## src/rtl/mux_sel_arbiter_if.sv

```systemverilog
// Bus bundle for mux_sel_arbiter: request/data lines from the datapath
// sources and the grant/select/muxed-result lines back out.
interface mux_sel_arbiter_if #(
  parameter int DATA_W = 32
);
  logic [3:0]        req;
  logic [DATA_W-1:0] d0, d1, d2, d3;
  logic [3:0]        gnt;
  logic [1:0]        sel;
  logic [DATA_W-1:0] y;
  logic              valid;
  logic              busy;

  // Requester side: drives requests and source data, sees grant and result.
  modport master (
    output req, d0, d1, d2, d3,
    input  gnt, sel, y, valid, busy
  );

  // Arbiter side.
  modport slave (
    input  req, d0, d1, d2, d3,
    output gnt, sel, y, valid, busy
  );
endinterface

```

## src/rtl/mux_sel_arbiter.sv

```systemverilog
// Round-robin arbiter owning the select of a shared 4:1 result mux.
// Four requesters hold req high while they want the mux; the winner gets a
// registered one-hot gnt and sel, and y carries its data while it still
// requests. Hand-off on release has no idle bubble.
// Optional feature: define MUX_ARB_TIMEOUT_EN to force an owner off the mux
// after HOLD_MAX consecutive cycles while another requester waits.
module mux_sel_arbiter #(
  parameter int DATA_W   = 32,
  parameter int HOLD_MAX = 8
) (
  input  logic           clk,
  input  logic           reset,
  mux_sel_arbiter_if.slave bus
);

  if (HOLD_MAX < 1) begin : g_hold_chk
    $error("mux_sel_arbiter: HOLD_MAX must be at least 1");
  end

  typedef enum logic {IDLE, OWN} state_e;

  state_e     state_q, state_d;
  logic [1:0] sel_q,   sel_d;
  logic [1:0] last_q,  last_d;
  logic [3:0] gnt_q,   gnt_d;

  logic       do_grant;
  logic [3:0] grant_mask;
  logic [3:0] others;
  logic [2:0] pick;

`ifdef MUX_ARB_TIMEOUT_EN
  localparam int              CNT_W   = $clog2(HOLD_MAX + 1);
  localparam logic [CNT_W-1:0] CNT_TOP = CNT_W'(HOLD_MAX - 1);
  logic [CNT_W-1:0] cnt_q, cnt_d;
`endif

  // First set bit of m searching base+1, base+2, base+3, base; {found, idx}.
  // Walk the order backwards so the earliest candidate is written last.
  function automatic logic [2:0] rr_pick(input logic [3:0] m, input logic [1:0] base);
    logic [2:0] r;
    logic [1:0] idx;
    r = '0;
    for (int k = 4; k >= 1; k--) begin
      idx = base + 2'(k);
      if (m[idx]) r = {1'b1, idx};
    end
    return r;
  endfunction

  // Next-state: pick a new owner on idle request, release, or eviction.
  always_comb begin
    state_d    = state_q;
    sel_d      = sel_q;
    last_d     = last_q;
    gnt_d      = gnt_q;
    do_grant   = 1'b0;
    grant_mask = '0;
    others     = bus.req & ~gnt_q;

    case (state_q)
      IDLE: begin
        if (|bus.req) begin
          do_grant   = 1'b1;
          grant_mask = bus.req;
        end
      end
      OWN: begin
        if (bus.req[sel_q]) begin
`ifdef MUX_ARB_TIMEOUT_EN
          if (cnt_q == CNT_TOP && |others) begin
            do_grant   = 1'b1;
            grant_mask = others;
          end
`endif
        end else if (|others) begin
          do_grant   = 1'b1;
          grant_mask = others;
        end else begin
          state_d = IDLE;
          gnt_d   = '0;
        end
      end
      default: state_d = IDLE;
    endcase

    pick = rr_pick(grant_mask, last_q);
    if (do_grant) begin
      state_d = OWN;
      sel_d   = pick[1:0];
      last_d  = pick[1:0];
      gnt_d   = 4'b0001 << pick[1:0];
    end
  end

`ifdef MUX_ARB_TIMEOUT_EN
  // Hold counter: clears on any grant change or idle, saturates at the top.
  always_comb begin
    cnt_d = cnt_q;
    if (do_grant || state_d == IDLE) cnt_d = '0;
    else if (cnt_q != CNT_TOP)       cnt_d = cnt_q + 1'b1;
  end

  // Hold counter register.
  always_ff @(posedge clk) begin
    if (reset) cnt_q <= '0;
    else       cnt_q <= cnt_d;
  end
`endif

  // Arbiter state register; last=3 so requester 0 wins first after reset.
  always_ff @(posedge clk) begin
    if (reset) begin
      state_q <= IDLE;
      sel_q   <= 2'd0;
      last_q  <= 2'd3;
      gnt_q   <= '0;
    end else begin
      state_q <= state_d;
      sel_q   <= sel_d;
      last_q  <= last_d;
      gnt_q   <= gnt_d;
    end
  end

  logic              valid_w;
  logic [DATA_W-1:0] y_w;

  // Result mux off the registered select, zeroed unless the owner still requests.
  always_comb begin
    valid_w = (|gnt_q) && bus.req[sel_q];
    y_w     = '0;
    if (valid_w) begin
      case (sel_q)
        2'd0:    y_w = bus.d0;
        2'd1:    y_w = bus.d1;
        2'd2:    y_w = bus.d2;
        default: y_w = bus.d3;
      endcase
    end
  end

  assign bus.gnt   = gnt_q;
  assign bus.sel   = sel_q;
  assign bus.valid = valid_w;
  assign bus.busy  = |gnt_q;
  assign bus.y     = y_w;

endmodule

```

## src/flat_wrapper.sv

```systemverilog
// flat-port wrapper written by rule: the top's interface ports become plain ports
module mux_sel_arbiter_flat 
#(
  parameter int DATA_W   = 32,
  parameter int HOLD_MAX = 8
)
  (clk, reset, bus_req, bus_d0, bus_d1, bus_d2, bus_d3, bus_gnt, bus_sel, bus_y, bus_valid, bus_busy);
  mux_sel_arbiter_if #(.DATA_W(DATA_W)) bus_i ();
  input  logic clk;
  input  logic reset;
  input wire logic [$bits(bus_i.req)-1:0] bus_req;
  input wire logic [$bits(bus_i.d0)-1:0] bus_d0;
  input wire logic [$bits(bus_i.d1)-1:0] bus_d1;
  input wire logic [$bits(bus_i.d2)-1:0] bus_d2;
  input wire logic [$bits(bus_i.d3)-1:0] bus_d3;
  output wire logic [$bits(bus_i.gnt)-1:0] bus_gnt;
  output wire logic [$bits(bus_i.sel)-1:0] bus_sel;
  output wire logic [$bits(bus_i.y)-1:0] bus_y;
  output wire logic [$bits(bus_i.valid)-1:0] bus_valid;
  output wire logic [$bits(bus_i.busy)-1:0] bus_busy;
  assign bus_i.req = bus_req;
  assign bus_i.d0 = bus_d0;
  assign bus_i.d1 = bus_d1;
  assign bus_i.d2 = bus_d2;
  assign bus_i.d3 = bus_d3;
  assign bus_gnt = bus_i.gnt;
  assign bus_sel = bus_i.sel;
  assign bus_y = bus_i.y;
  assign bus_valid = bus_i.valid;
  assign bus_busy = bus_i.busy;
  mux_sel_arbiter #(.DATA_W(DATA_W), .HOLD_MAX(HOLD_MAX)) u_core (.clk(clk), .reset(reset), .bus(bus_i));
endmodule
```

## config.mk

```make
export PLATFORM = sky130hd
export DESIGN_NAME = mux_sel_arbiter_flat
export DESIGN_NICKNAME = d
export VERILOG_FILES = /design/src/rtl/mux_sel_arbiter_if.sv /design/src/rtl/mux_sel_arbiter.sv /design/src/flat_wrapper.sv
export SDC_FILE = /design/constraint.sdc
export NUM_CORES = 1
export LEC_CHECK = 0
export ABC_CLOCK_PERIOD_IN_PS = 2400
export CAP_MARGIN = 20
export CELL_PAD_IN_SITES_DETAIL_PLACEMENT = 1
export CELL_PAD_IN_SITES_GLOBAL_PLACEMENT = 1
export CORE_MARGIN = 4
export CORE_UTILIZATION = 17
export DETAILED_ROUTE_END_ITERATION = 10
export PLACE_DENSITY_LB_ADDON = 0.1
export SETUP_SLACK_MARGIN = 0.15
export SLEW_MARGIN = 20
export SYNTH_ARGS = -nofsm -noshare
export SYNTH_HDL_FRONTEND = slang
export SYNTH_SLANG_ARGS = --single-unit
```

## constraint.sdc

```tcl
create_clock -name clk -period 2.4 [get_ports clk]
set_clock_uncertainty 0.1 [all_clocks]
set_input_delay 0.48 -clock clk [delete_from_list [all_inputs] [get_ports clk]]
set_output_delay 0.48 -clock clk [all_outputs]
set_load 0.05 [all_outputs]
```

==> results by group, run 1 <==
Run status
  • Status: complete, no violations

Worst setup path
  • Kind of cell adding the most delay to the critical path: multiplexers
  • Startpoint Class: flip-flop
  • Reg-to-reg endpoint: u_core.bus.gnt[0]
  • Critical path destination: bus_y[14]
  • R2R Setup Slk: 0.10 ns
  • Slowest cell on the critical path: mux4_2
  • Crit-path max cell delay: ~0.5 ns
  • WP data required: 1.82 ns
  • CP Max Fanout: 12
  • CP Capture Type: output pin
  • Worst path bufs/invs: 2
  • Crit path kind: reg2out
  • Crit path depth: 4
  • Critical path data arrival time: between 1.5 and 2 ns
  • Most frequent CP cell: buf_12
  • Critical R2R Launch: u_core.bus.sel[0]
  • Reg2Reg Depth: 8
  • Critical-path cell list: buf_12 > mux4_2 > and3_2 > buf_12
  • Setup crit start: u_core.bus.sel[0]

Global routing
  • Vias in the first global route: 2385
  • Initial antenna violation count: 0
  • Gr ovfl total: 0
  • First-pass GRT wire length: 15000 um
  • Pin count of the biggest net entering global routing: 35
  • GRT Total Usage: 17.1%

Clock tree
  • Clk_lat worst skew: between 0.2 and 0.25 ns
  • Clk pin slew, worst setup/hold paths: 0.05 ns
  • Max H-tree Level: 1
  • Cts bufs inserted: 3
  • CTS Hold Bufs: 0
  • Clock Path Buffers: 2
  • CTS tree: built
  • Sink Count: 9
  • Root Buffer: clkbuf_8

Power and ir drop
  • Lkg Pwr: ~1.6 nW
  • Worst vdd ir: 0.000694 V
  • Power Density: 1120 mW/mm^2

Synthesis
  • Top_reg_cell synth: dfxtp_1
  • Largest cells by area after synthesis: mux4_2, and3_1, dfxtp_1
  • Synth top area share: 44.5%
  • Ys Warns: 0
  • Mapped Nets: 289
  • Synthesized area per cell: 10.4 sq um
  • Synth area leader: mux4_2
  • Synth Instances: roughly 160
  • FF+latch count, synth: 9
  • Post-synth EDFFs: 0
  • Sequential area share after synthesis: between 10 and 15%
  • Netlist cell types: 36
  • Fraction of registers with async set/reset: 0%
  • Cell Area, Synth: 0.00162 sq mm

Final layout
  • Post-layout instance area: 0.00439 sq mm
  • NumNets Final: 485
  • Antenna fix cells: 0
  • Layout cell share with drive strength beyond 1: 45.1%
  • Non-Filler Instances: approximately 480
  • Area grow syn2layout: 171%
  • Final Core Density: 47.5%

Placement
  • Placed insts: 462
  • RePlAce Congestion: 0.781
  • # port buffers: 173
  • Dpl cell area: 0.00407 sq mm
  • Worst slack at placement: -0.368 ns
  • HPWL Detailed: between 7000 and 8000 um

Routing
  • Iter 0 DRT Violations: 66
  • Avg Vias per Cell: approximately 4.6
  • WL final: 9810 um
  • Routed len/inst: 20.5 um
  • Detail Route Antenna Nets: 0
  • Drt drc: 0
  • Vias: 2207
  • Drt first pass iters: 4

Timing
  • Setup violators final: 0
  • RSZ-0062 raised after global routing: yes
  • Final slew viol count: 0
  • Final hold vios: 0
  • Post-route setup slack: 0.0534 ns
  • Peak Freq: 426 MHz
  • Max-slew headroom: ~66%
  • Slew @ Worst Pin: slightly above 0.5 ns
  • Period utilization: 97.8%
  • Post-layout min period: about 2.3 ns

Floorplan
  • Initial Utilization: between 15 and 20%
  • Die ar.: 0.0111 sq mm
  • Die width: 106 um
  • Die height: 106 um
  • Core area: 0.00924 sq mm
  • Io pins: 174
  • Rows: 35

Min path
  • Worst Hold Class: reg2reg
  • Hold path startpoint: u_core.bus.gnt[0]

Job
  • Max Cap Viol: 0
[worst min-delay path, stage by stage (launching register included)]
cell and delay [ns]:
dfxtp_2 0.35, nand2_1 0.07, a21oi_1 0.05
[final cells by class]
type | instances | area [sq um]
Fill cell | 985 | 4850
Timing Repair Buffer | 208 | 2430
Sequential cell | 9 | 193
Clock buffer | 4 | 45.0
Inverter | 7 | 30.0
Tap cell | 129 | 161
Multi-Input combinational cell | 122 | 1530
[layer usage]
layer	routed length (um)	global-route usage, %	share of wire, %
met5	0	0	0
met2	5110	30.0	52
met1	3950	21.9	40
met4	85	2.04	0.87
met3	664	4.16	6.8
[where the power goes]
| group | internal [mW] | switching, mW | total, mW |
|---|---|---|---|
| logic | 2.30 | 2.09 | 4.39 |
| clock network | 0.116 | 0.0601 | 0.176 |
| registers | 0.213 | 0.127 | 0.340 |
[placed cells by master (no fill, tap or decap), drive strengths merged, types with 3 or more instances in the layout]
cell type / count
inv: 6
mux4: 32
nand2: 8
and3b: 4
nor2b: 3
nor2: 4
dfxtp: 9
and3: 32
a21oi: 6
mux2i: 3
nor3b: 4
buf: 71
clkbuf: 4
clkdlybuf4s15: 3
clkdlybuf4s50: 133
[per-stage QoR]
stage          setup TNS, ns  power (mW)  hold WS, ns
2_1_floorplan              0        2.51        0.373
3_3_place_gp           -8.90        4.30        0.390
3_5_place_dp          -10.94        4.33        0.400
4_1_cts                    0        4.81        0.415
5_1_grt              -0.0897        5.15        0.429
6_report                   0        4.90        0.411
[cell usage after synthesis, types with 3 or more instances]
cell type,instances
nor2b_1,3
buf_1,3
mux4_2,32
and3b_1,4
a21oi_1,6
inv_1,7
nor3b_1,4
dfxtp_1,9
nor2_1,4
and3_1,32
clkbuf_1,11
nand2_1,8
[cells by family (layout without fill, tap and decap cells)]
| group | after synthesis | count (layout) | share of synthesized area, % |
|---|---|---|---|
| AND/OR/NAND/NOR | 65 | 65 | 24.3 |
| multiplexers | 35 | 35 | 48.2 |
| buffers and inverters | 24 | 219 | 6.19 |
| AO/OA/AOI/OAI | 22 | 22 | 10.2 |
| flip-flops | 9 | 9 | 11.1 |
[what timing repair did]
action	4_1_cts	5_1_grt
gates cloned	2	0
setup buffers	10	1
setup endpoints to repair	41	40
resized for setup	34	23
pin swaps	5	6
[state kept, by name, summed over array words and instances (netlist names)]
register,count
u_core.bus.gnt,4
u_core.bus.sel,2
u_core.state_q,1
u_core.last_q,2
[worst min path at each step]
stage	to	slack [ns]	cells past startpoint
global placement	u_core.bus.gnt[0]	0.39	2
finish	u_core.bus.gnt[0]	0.41	2
floorplan	u_core.last_q[0]	0.37	1
CTS	u_core.bus.gnt[0]	0.41	2
global route	u_core.bus.gnt[0]	0.43	2
detailed placement	u_core.bus.gnt[3]	0.40	2
No activity file was read; power rests on OpenSTA's default activity.
==> run 2: changes to the inputs <==
==> constraint.sdc (replaced) <==
create_clock -name clk -period 2.4 [get_ports clk]
set_clock_uncertainty 0.1 [all_clocks]
set_input_delay 0.36 -clock clk [delete_from_list [all_inputs] [get_ports clk]]
set_output_delay 0.36 -clock clk [all_outputs]
set_load 0.05 [all_outputs]
==> run 2 against run 1 <==
  * Sequential share of layout area about the same
  * Combinational power decreased by 2%
  * Global-route usage is 0.53 points lower
  * Sequential cell count is the same
  * Critical path depth up 2
  * Final area fell by 1.0%
  * Via count down 0.86%
  * Non-clock buffer count is 11 lower
  * Register-to-register slack better by 0.10 ns
  * Cell count down 2.3%
  * Routed wire length is 1.9% lower
  * Critical endpoint is now bus_y[13]
  * Largest cell class unchanged
  * Highest routed layer unchanged
==> results by group, run 2 (synthesized netlist as in run 1, its figures left out) <==
Placement
  • # port buffers: 173 (unchanged)
  • Worst slack at placement: -0.205 ns (+0.163 ns)
  • RePlAce Congestion: 0.834 (+6.7%)
  • HPWL Detailed: 7730 um (+0.14%)
  • Placed insts: 457 (-1.1%)

Worst setup path
  • Crit-path max cell delay: 0.41 ns (-0.09 ns)
  • Slowest cell on the critical path: dfxtp_4
  • Critical-path cell list: mux2i_4 > mux2i_4 > buf_12 > buf_8 > and3_4 > buf_12
  • CP Max Fanout: 9 (-3)
  • CP Capture Type: output pin
  • WP data required: 1.94 ns (+0.12 ns)
  • Crit path kind: reg2out
  • Critical path data arrival time: 1.80 ns (+0.03 ns)
  • Startpoint Class: flip-flop
  • Kind of cell adding the most delay to the critical path: multiplexers
  • Worst path bufs/invs: 3 (+1)

Power and ir drop
  • Power Density: 1110 mW/mm^2 (-0.65%)
  • Lkg Pwr: 1.61 nW (-2.0%)
  • Total power: 4.82 mW (-1.7%)
  • Worst vdd ir: 0.000606 V (-13%)

Floorplan
  • Initial Utilization: 17.5% (unchanged)
  • Io pins: 174 (unchanged)
  • Die width: 106 um (unchanged)
  • Die height: 106 um (unchanged)
  • Die ar.: 0.0111 sq mm (unchanged)
  • Core area: 0.00924 sq mm (unchanged)
  • Rows: 35 (unchanged)

Clock tree
  • CTS Hold Bufs: 0 (unchanged)
  • Cts bufs inserted: 3 (unchanged)
  • CTS tree: built
  • Clk pin slew, worst setup/hold paths: 0.04 ns (about the same)
  • Clock Path Buffers: 2 (unchanged)
  • Sink Count: 9 (unchanged)
  • Root Buffer: clkbuf_8
  • Max H-tree Level: 1 (unchanged)
  • Clk_lat worst skew: 0.23 ns (about the same)

Final layout
  • Antenna fix cells: 0 (unchanged)
  • Reg area: 189 sq um (-1.9%)
  • Largest register FFs: 4 (unchanged)
  • Area grow syn2layout: 169%
  • Most common cell after layout, fill and taps aside: clkdlybuf4s50_1
  • Non-Filler Instances: 468 (-2.3%)
  • Layout cell share with drive strength beyond 1: 40.1% (-5.0 points)
  • Most frequent cells in the layout: clkdlybuf4s50_1, buf_12, mux4_2
  • NumNets Final: 474 (-2.3%)
  • Filler cells: 980 (-0.51%)
  • Multi-input gate area: 0.00152 sq mm (-0.90%)

Job
  • Max Cap Viol: 0 (unchanged)

Routing
  • Routed len/inst: 20.6 um (+0.41%)
  • Avg Vias per Cell: 4.68 (+1.5%)
  • Drt drc: 0 (unchanged)
  • Iter 0 DRT Violations: 50 (-24%)
  • Drt first pass iters: 4 (unchanged)
  • Vias: 2188 (-0.86%)
  • Detail Route Antenna Nets: 0 (unchanged)
  • WL final: 9630 um (-1.9%)

Timing
  • Slew @ Worst Pin: 0.511 ns (-0.00169 ns)
  • Post-layout min period: 2.26 ns (-0.0902 ns)
  • RSZ-0062 raised after global routing: yes
  • Max-slew headroom: 65.8% (about the same)
  • Period utilization: 94.0% (-3.8 points)
  • Setup violators final: 0 (unchanged)
  • Post-Route Setup TNS: 0 ns (unchanged)
  • Final hold vios: 0 (unchanged)
  • Post-route setup slack: 0.144 ns (+0.0902 ns)
  • Hold WS: 0.419 ns (+0.00859 ns)
  • Final slew viol count: 0 (unchanged)
  • Peak Freq: 443 MHz (+4.0%)

Global routing
  • Gr ovfl total: 0 (unchanged)
  • Initial antenna violation count: 0 (unchanged)
  • Pin count of the biggest net entering global routing: 35 (unchanged)
  • GRT Total Usage: 16.6% (-0.53 points)
  • First-pass GRT wire length: 14600 um (-2.8%)
  • Vias in the first global route: 2367 (-0.75%)

Run status
  • Status: complete, no violations

Min path
  • Worst Hold Class: reg2reg
run 2: where the power goes:
group          leakage, nW  internal (mW)  switching (mW)  total [mW]
clock network       0.0228          0.116          0.0575       0.173
logic                 1.52           2.27            2.04        4.31
registers           0.0762          0.209           0.131       0.340
total                 1.61           2.59            2.23        4.82
run 2: layout make-up:
| cell class | instances | area share (%) |
|---|---|---|
| Inverter | 7 | 0.605 |
| Multi-Input combinational cell | 122 | 35.0 |
| Clock buffer | 4 | 1.04 |
| Tap cell | 129 | 3.72 |
| Sequential cell | 9 | 4.35 |
| Timing Repair Buffer | 197 | 55.3 |
run 2: worst paths after layout:
check                     from  slack [ns]  depth (start not counted)           endpoint
max          u_core.bus.sel[0]        0.14                          6          bus_y[13]
max reg2reg  u_core.bus.sel[0]        0.20                          8  u_core.bus.gnt[0]
min reg2reg   u_core.last_q[0]        0.42                          1   u_core.last_q[0]
min           u_core.last_q[0]        0.42                          1   u_core.last_q[0]
run 2: repair_timing:
action / CTS / global route
buffers inserted: 4 / 0
setup endpoints to repair: 37 / 35
gates resized for setup: 12 / 34
gates cloned: 2 / 1
pin swaps: 1 / 5
hold endpoints to repair: 0 / 0
run 2: worst reg2reg max path, cell delays in order (launching register included):
cell and delay, ns:
dfxtp_4 0.48, mux2i_4 0.32, buf_6 0.16, a222oi_1 0.06, buf_4 0.17, o21ba_1 0.17
o21ai_2 0.16, or3b_1 0.35, a21oi_1 0.15
run 2: metal layers:
layer,global-route usage [%],wire length [um],vias up
li1,-,-,1005
met1,20.8,3850,1085
met2,29.8,5050,90
met3,4.23,646,8
met4,1.11,75,0
met5,0,0,-
run 2: per-stage QoR:
step | area (sq um) | utilization [%]
floorplan | 1700 | -
global placement | 4010 | 43.4
detailed placement | 4010 | 43.4
CTS | 4190 | 45.3
global route | 4340 | 47.0
finish | 4340 | 47.0
